===== config.mk =====
export PLATFORM = sky130hd
export DESIGN_NAME = mips_multicycle_flat
export DESIGN_NICKNAME = d
export VERILOG_FILES = /design/src/rtl/mips_multicycle_if.sv /design/src/rtl/mips_multicycle.sv /design/src/flat_wrapper.sv
export SDC_FILE = /design/constraint.sdc
export NUM_CORES = 1
export LEC_CHECK = 0
export CAP_MARGIN = 20
export CORE_AREA = 5 5 171 173
export DETAILED_ROUTE_END_ITERATION = 12
export DIE_AREA = 0 0 176 178
export PLACE_DENSITY_LB_ADDON = 0.25
export SLEW_MARGIN = 20
export SYNTH_ARGS = -nofsm -noshare
export SYNTH_HDL_FRONTEND = slang
export SYNTH_SLANG_ARGS = --single-unit

===== constraint.sdc =====
create_clock -name clk -period 11.3 [get_ports clk]
set_input_delay 2.26 -clock clk [delete_from_list [all_inputs] [get_ports clk]]
set_output_delay 2.26 -clock clk [all_outputs]
set_load 0.01 [all_outputs]

===== src/rtl/mips_multicycle_if.sv =====
// Instruction and data memory ports of the multi-cycle MIPS core.
// Each req is a level held until ready is seen on a rising edge.
interface mips_multicycle_if #(parameter int XLEN = 16);
  logic            imem_req;
  logic [XLEN-1:0] imem_addr;
  logic            imem_ready;
  logic [15:0]     imem_rdata;
  logic            dmem_req;
  logic            dmem_we;
  logic [XLEN-1:0] dmem_addr;
  logic [XLEN-1:0] dmem_wdata;
  logic            dmem_ready;
  logic [XLEN-1:0] dmem_rdata;

  modport master (
    output imem_req, imem_addr, dmem_req, dmem_we, dmem_addr, dmem_wdata,
    input  imem_ready, imem_rdata, dmem_ready, dmem_rdata
  );
  modport slave (
    input  imem_req, imem_addr, dmem_req, dmem_we, dmem_addr, dmem_wdata,
    output imem_ready, imem_rdata, dmem_ready, dmem_rdata
  );
endinterface


===== src/rtl/mips_multicycle.sv =====
// Multi-cycle 16-bit-encoding MIPS core with an XLEN-wide datapath.
// A five-state FSM (FETCH/DECODE/EXEC/MEM/WB) sequences the wait-stated memories.
module mips_multicycle #(
  parameter int              XLEN     = 16,
  parameter logic [XLEN-1:0] RESET_PC = '0
) (
  input  logic              clk,
  input  logic              reset,
  mips_multicycle_if.master mem,
  output logic [XLEN-1:0]   pc_out,
  output logic [XLEN-1:0]   alu_result,
  output logic              retire
);
  typedef enum logic [2:0] {FETCH, DECODE, EXEC, MEM, WB} state_e;
  localparam logic [2:0] OP_R = 3'd0, OP_ADDI = 3'd1, OP_LW = 3'd2, OP_SW = 3'd3,
                         OP_BEQ = 3'd4, OP_J = 3'd5, OP_JAL = 3'd6, OP_ORI = 3'd7;

  state_e          state_q, state_d;
  logic [XLEN-1:0] pc_q, pc_d, pc2_q, a_q, b_q, mdr_q, alu_q, alu_d;
  logic [15:0]     ir_q;
  logic [XLEN-1:0] rf_q [8];
  logic            retire_q, retire_d;
  logic            rf_we;
  logic [2:0]      rf_waddr;
  logic [XLEN-1:0] rf_wdata;

  logic [2:0]      op, rs, rt, rd;
  logic [3:0]      funct;
  logic [XLEN-1:0] simm, zimm, btgt, jtgt;
  logic            alu_wb;

  assign op     = ir_q[15:13];
  assign rs     = ir_q[12:10];
  assign rt     = ir_q[9:7];
  assign rd     = ir_q[6:4];
  assign funct  = ir_q[3:0];
  assign simm   = {{(XLEN-7){ir_q[6]}}, ir_q[6:0]};
  assign zimm   = {{(XLEN-7){1'b0}}, ir_q[6:0]};
  assign btgt   = pc2_q + (simm << 1);
  assign alu_wb = (op == OP_R && funct <= 4'd4) || op == OP_ADDI || op == OP_ORI;

  // Jumps keep the upper bits of pc2 and replace the low 14 with target*2.
  always_comb begin
    jtgt       = pc2_q;
    jtgt[13:0] = {ir_q[12:0], 1'b0};
  end

  always_comb begin
    alu_d = '0;
    case (op)
      OP_R: begin
        case (funct)
          4'd0:    alu_d = a_q + b_q;
          4'd1:    alu_d = a_q - b_q;
          4'd2:    alu_d = a_q & b_q;
          4'd3:    alu_d = a_q | b_q;
          4'd4:    alu_d = {{(XLEN-1){1'b0}}, $signed(a_q) < $signed(b_q)};
          4'd8:    alu_d = a_q;
          default: alu_d = '0;
        endcase
      end
      OP_ADDI, OP_LW, OP_SW: alu_d = a_q + simm;
      OP_ORI:                alu_d = a_q | zimm;
      OP_BEQ:                alu_d = btgt;
      default:               alu_d = jtgt;
    endcase
  end

  always_ff @(posedge clk or posedge reset) begin
    if (reset) state_q <= FETCH;
    else       state_q <= state_d;
  end

  always_comb begin
    state_d = state_q;
    case (state_q)
      FETCH:   if (mem.imem_ready) state_d = DECODE;
      DECODE:  state_d = EXEC;
      EXEC: begin
        if (op == OP_LW || op == OP_SW) state_d = MEM;
        else if (alu_wb)                state_d = WB;
        else                            state_d = FETCH;
      end
      MEM:     if (mem.dmem_ready) state_d = (op == OP_SW) ? FETCH : WB;
      WB:      state_d = FETCH;
      default: state_d = FETCH;
    endcase
  end

  // Requests are gated by reset so an outstanding access drops immediately.
  always_comb begin
    mem.imem_req = 1'b0;
    mem.dmem_req = 1'b0;
    mem.dmem_we  = 1'b0;
    pc_d         = pc_q;
    rf_we        = 1'b0;
    rf_waddr     = rt;
    rf_wdata     = alu_q;
    retire_d     = (state_q != FETCH) && (state_d == FETCH);
    case (state_q)
      FETCH: mem.imem_req = !reset;
      EXEC: begin
        if (state_d == FETCH) begin
          pc_d = pc2_q;
          if (op == OP_BEQ && a_q == b_q)       pc_d = btgt;
          else if (op == OP_J || op == OP_JAL)  pc_d = jtgt;
          else if (op == OP_R && funct == 4'd8) pc_d = a_q;
          if (op == OP_JAL) begin
            rf_we    = 1'b1;
            rf_waddr = 3'd7;
            rf_wdata = pc2_q;
          end
        end
      end
      MEM: begin
        mem.dmem_req = !reset;
        mem.dmem_we  = !reset && (op == OP_SW);
        if (mem.dmem_ready && op == OP_SW) pc_d = pc2_q;
      end
      WB: begin
        pc_d     = pc2_q;
        rf_we    = 1'b1;
        rf_waddr = (op == OP_R) ? rd : rt;
        rf_wdata = (op == OP_LW) ? mdr_q : alu_q;
      end
      default: ;
    endcase
  end

  always_ff @(posedge clk or posedge reset) begin
    if (reset) begin
      pc_q     <= RESET_PC;
      pc2_q    <= '0;
      ir_q     <= '0;
      a_q      <= '0;
      b_q      <= '0;
      mdr_q    <= '0;
      alu_q    <= '0;
      retire_q <= 1'b0;
      for (int i = 0; i < 8; i++) rf_q[i] <= '0;
    end else begin
      pc_q     <= pc_d;
      retire_q <= retire_d;
      if (state_q == FETCH && mem.imem_ready) begin
        ir_q  <= mem.imem_rdata;
        pc2_q <= pc_q + XLEN'(2);
      end
      if (state_q == DECODE) begin
        a_q <= rf_q[rs];
        b_q <= rf_q[rt];
      end
      if (state_q == EXEC) alu_q <= alu_d;
      if (state_q == MEM && mem.dmem_ready) mdr_q <= mem.dmem_rdata;
      // r0 is never written, so it keeps its reset value of zero.
      if (rf_we && rf_waddr != 3'd0) rf_q[rf_waddr] <= rf_wdata;
    end
  end

  assign mem.imem_addr  = pc_q;
  assign mem.dmem_addr  = alu_q;
  assign mem.dmem_wdata = b_q;
  assign pc_out         = pc_q;
  assign alu_result     = alu_q;
  assign retire         = retire_q;
endmodule


===== src/flat_wrapper.sv =====
// flat-port wrapper written by rule: the top's interface ports become plain ports
module mips_multicycle_flat 
#(
  parameter int              XLEN     = 16,
  parameter logic [XLEN-1:0] RESET_PC = '0
)
  (clk, reset, pc_out, alu_result, retire, mem_imem_req, mem_imem_addr, mem_dmem_req, mem_dmem_we, mem_dmem_addr, mem_dmem_wdata, mem_imem_ready, mem_imem_rdata, mem_dmem_ready, mem_dmem_rdata);
  mips_multicycle_if #(.XLEN(XLEN)) mem_i ();
  input  logic clk;
  input  logic reset;
  output logic [XLEN-1:0] pc_out;
  output logic [XLEN-1:0] alu_result;
  output logic retire;
  output wire logic [$bits(mem_i.imem_req)-1:0] mem_imem_req;
  output wire logic [$bits(mem_i.imem_addr)-1:0] mem_imem_addr;
  output wire logic [$bits(mem_i.dmem_req)-1:0] mem_dmem_req;
  output wire logic [$bits(mem_i.dmem_we)-1:0] mem_dmem_we;
  output wire logic [$bits(mem_i.dmem_addr)-1:0] mem_dmem_addr;
  output wire logic [$bits(mem_i.dmem_wdata)-1:0] mem_dmem_wdata;
  input wire logic [$bits(mem_i.imem_ready)-1:0] mem_imem_ready;
  input wire logic [$bits(mem_i.imem_rdata)-1:0] mem_imem_rdata;
  input wire logic [$bits(mem_i.dmem_ready)-1:0] mem_dmem_ready;
  input wire logic [$bits(mem_i.dmem_rdata)-1:0] mem_dmem_rdata;
  assign mem_imem_req = mem_i.imem_req;
  assign mem_imem_addr = mem_i.imem_addr;
  assign mem_dmem_req = mem_i.dmem_req;
  assign mem_dmem_we = mem_i.dmem_we;
  assign mem_dmem_addr = mem_i.dmem_addr;
  assign mem_dmem_wdata = mem_i.dmem_wdata;
  assign mem_i.imem_ready = mem_imem_ready;
  assign mem_i.imem_rdata = mem_imem_rdata;
  assign mem_i.dmem_ready = mem_dmem_ready;
  assign mem_i.dmem_rdata = mem_dmem_rdata;
  mips_multicycle #(.XLEN(XLEN), .RESET_PC(RESET_PC)) u_core (.clk(clk), .reset(reset), .mem(mem_i), .pc_out(pc_out), .alu_result(alu_result), .retire(retire));
endmodule

* Word-level counts from Yosys, hierarchy flattened
Cells that the tools add are included.
Word-level totals: bits in registers 244
Operators by class: add/subtract/negate cells 5, order comparisons 6, eq/ne operators 19, multiplexer cells 37, bitwise logic cells 6, reduce and logical (&&, ||, !) cells 24
Operators with widths (number):
- 16-bit two-way mux | 13
- 128-bit bitwise mux | 1
- 16-bit binary-select mux with 3-bit select | 2
- 16-bit one-hot mux with 6 select lines | 1
- 16-bit one-hot mux with 4 select lines | 1
- 16-bit adder | 3
- 16-bit demux with 3-bit select | 1
- 16-bit one-hot mux with 3 select lines | 1
- 16-bit one-hot mux with 2 select lines | 1
- 3-bit two-way mux | 8
- 16-bit by 2-bit adder with 16-bit output, second input constant | 1
- 16-bit AND | 1
- 16-bit == test | 1
- 16-bit less-than comparator | 1
- 16-bit bitwise OR | 1
- 16-bit by 7-bit bitwise OR with 16-bit output | 1
- 16-bit subtractor | 1
- 3-bit == test, second input constant | 5
- 3-bit by 2-bit == test with 1-bit output, second input constant | 4
- 4-bit greater-or-equal comparator, second input constant | 3
- 3-bit inverter with 4-bit output | 3
- 3-bit one-hot mux with 4 select lines | 1
- 1-bit logical AND | 10
- 3-bit logical NOT | 3
- 17 further kinds | 29

* Logic depth before layout (Yosys ltp)
depth after elaboration 16, mapped depth 13, mapped depth without buffers 13

* Least setup slack after synthesis
Ideal clock, no wire load.
kind input to output, start input reset, end output mem_imem_req, arrival time 2.613 ns, data required time 9.040 ns, slack 6.427 ns, cell stages on the path 1, buffers on the path 0, cell sequence nor4_1
Between the ends: cells in the longest elaborated chain, start to end 2
RTL lines:
- from (decl) | RTL line flat_wrapper.sv:10 | input logic reset;
- 1-bit logical NOT (no line)
- 1-bit two-way mux | RTL line mips_multicycle.sv:100 | case (state_q)
- to (decl) | RTL line flat_wrapper.sv:14 | output wire logic [$bits(mem_i.imem_req)-1:0] mem_imem_req;
No other way between the ends.

* Worst setup path in the final report
Ends and elaborated chain as after synthesis.

==> impl_metrics.ini <==
[global_routing]
grt_pass1_vias = 13300
grt_max_degree = 126
grt_pass1_wl_mm = 77.8
antenna_found_initial = 0
overflow = 0
grtUsageTotal_pct = 32.1

[critical_path]
reg2reg_depth = 11
worstPathRequired_ns = 9.04
worstPathMaxFanout = 4
arrival_ns = 3.63
worstSetupPathType = primary input to output pin
cp-end-kind = output pin
startpoint_type = primary input

[die]
die-area_mm2 = 0.0313
core_area_mm2 = 0.0275
boundaryPins = 120
num_rows = 61
die_h_um = 178
die_w_um = 176
initial_utilization_pct = 58.9

[detailed_routing]
avgViaCountPerCell = 6.53
antenna_left = 0
drt_iter0_markers = 1751
first_pass_iters = 8
routed_wl_mm = 50.9
num_vias = 13900
drc_errors = 0
routedWlPerCell_um = 23.9

[place]
place.gp.congestion = 1.01
dp_worst_setup_slack_ns = 5.44
io_buffer_count = 119
dp_hpwl_mm = 35.8

[power]
p_sw_mw = 3.09
powerDensity_mw_per_mm2 = 352
p_comb_share_pct = 57.1
power.share.clock_pct = 14.2
switching_share_pct = 48.1
p_leak_nw = 7.89
p_seq_share_pct = 28.8
p_int_mw = 3.33
vdd_drop_max_mv = 0.305

[sta]
finalCriticalPeriod_ns = 5.89
rsz0062_at_grt = no
period_share_pct = 52.2
worst_pin_slew_ns = 1.15
max_slew_margin_pct = 23.7
final.setup_skew_ns = 0.0178
setup-tns-final_ns = 0
drv_slew = 0
setup_viol = 0
setup_ws_ns = 5.41
max_freq_mhz = 170
final_hold_viol_count = 0

[layout]
fillers = 2212
synthToLayoutAreaGrowth_pct = 12.5
layout.nets = 1891
layout_common_cells = 240 x dfrtp_1, 207 x nand2_1, 189 x nor2_1
seq_area_mm2 = 0.00611
multi_input_area_mm2 = 0.00909
drive_above_1_share_pct = 11.2
antenna-diode-count = 0
mostFrequentLayoutCell = dfrtp_1

[yosys]
synthArstFlopShare_pct = 100
syn_inst = 1745
syn_nets = 1874
synth_area_per_cell_um2 = 9.27
netlist_area_mm2 = 0.0162
yosysSeqAreaShare_pct = 37.7
synth_edf_count = 0
synth_seq_cells = 244
yosysWarnings = 0
synth_ff_type = dfrtp_1
yosysUniqueCellTypes = 85

[clock_network]
hold_buffers = 0
cts_made_buffers = 26
cts-root-buf = clkbuf_16
cts_setup_buffers = 0
cts_tree = yes
cts_sinks = 244
post_cts_resized = 0
cts_htree_levels = 1
clk_pin_slew_ns = 0.06
clk_latency_ns = 0.56
cts_buffer_depth = 3

[hold_path]
hold_depth = 0
hp-class = flop to flop

[run]
maxCapViolCount = 0

[run_status]
outcome = completed
## cells by family after synthesis
family          share of synthesized area, %
simple gates                            13.7
fa+ha+maj                               7.38
mux                                     13.0
flops                                   37.7
compound gates                          19.4
xor+xnor                                2.54
buf+inv                                 6.25
## state kept, by name, summed over array words and instances (netlist names)
signal	count
u_core.a_q	16
u_core.alu_result	16
u_core.ir_q	16
u_core.mdr_q	16
u_core.mem.dmem_wdata	16
u_core.mem.imem_addr	16
u_core.pc2_q	16
u_core.retire	1
u_core.rf_q	128
u_core.state_q	3
## cell usage after synthesis, types with 18 or more instances
cell,n,area (um2)
dfrtp_1,244,6110
nand2_1,208,781
nor2_1,189,709
a21oi_1,174,871
o21ai_0,149,746
ha_1,89,1110
clkbuf_1,79,297
mux4_2,64,1440
inv_1,59,221
mux2i_1,42,420
buf_4,37,278
buf_2,28,140
xnor2_1,27,236
nor3_1,24,120
xor2_1,20,175
a21o_1,18,135
a22o_1,18,158
mux2_2,18,203
## per-stage QoR
step | cell area (um2) | util (%) | hold WS, ns | std cells | power [mW]
after floorplan | 16200 | - | 0.441 | 1745 | 4.21
after global placement | 17300 | 62.8 | 0.376 | 2080 | 5.31
after detailed placement | 17300 | 62.8 | 0.382 | 2080 | 5.40
after CTS | 18200 | 66.2 | 0.397 | 2128 | 6.33
after global routing | 18200 | 66.2 | 0.411 | 2128 | 6.79
final | 18200 | 66.2 | 0.395 | 2128 | 6.41
## final timing paths
check	from	endpoint	slack, ns
max	reset	mem_imem_req	5.41
min	u_core.rf_q[127]	u_core.rf_q[127]	0.39
max reg2reg	u_core.a_q[1]	u_core.alu_result[11]	7.60
min reg2reg	u_core.rf_q[127]	u_core.rf_q[127]	0.39
max in group asynchronous	reset	u_core.rf_q[73]	6.79
min in group asynchronous	reset	u_core.mdr_q[12]	2.34
## critical path: stages
cell and delay (ns):
clkdlybuf4s50_1 0.54, nor4_1 0.24, clkdlybuf4s50_1 0.59
## cell type report
class | count | share of cell area (%)
Clock inverter | 9 | 0.708
Multi-Input combinational cell | 1282 | 50.0
Sequential cell | 244 | 33.6
Tap cell | 346 | 2.38
Timing Repair Buffer | 146 | 7.66
Clock buffer | 39 | 4.39
Inverter | 62 | 1.32
## routing by layer
metal / wire, um / GRT usage (%) / part of all wire [%] / vias up
met2: 23400 / 51.4 / 46 / 737
met5: 0 / 0 / 0 / -
li1: - / - / - / 6225
met3: 5140 / 6.08 / 10 / 165
met1: 19900 / 43.8 / 39 / 6777
met4: 2520 / 12.9 / 4.9 / 0
## power groups by stage
stage,sequential [mW],clock [mW],combinational [mW]
floorplan,1.55,0,2.66
global placement,1.80,0,3.51
detailed placement,1.82,0,3.58
CTS,1.81,0.913,3.61
global route,1.88,0.950,3.97
finish,1.84,0.907,3.66
No activity file was read; power rests on OpenSTA's default activity.
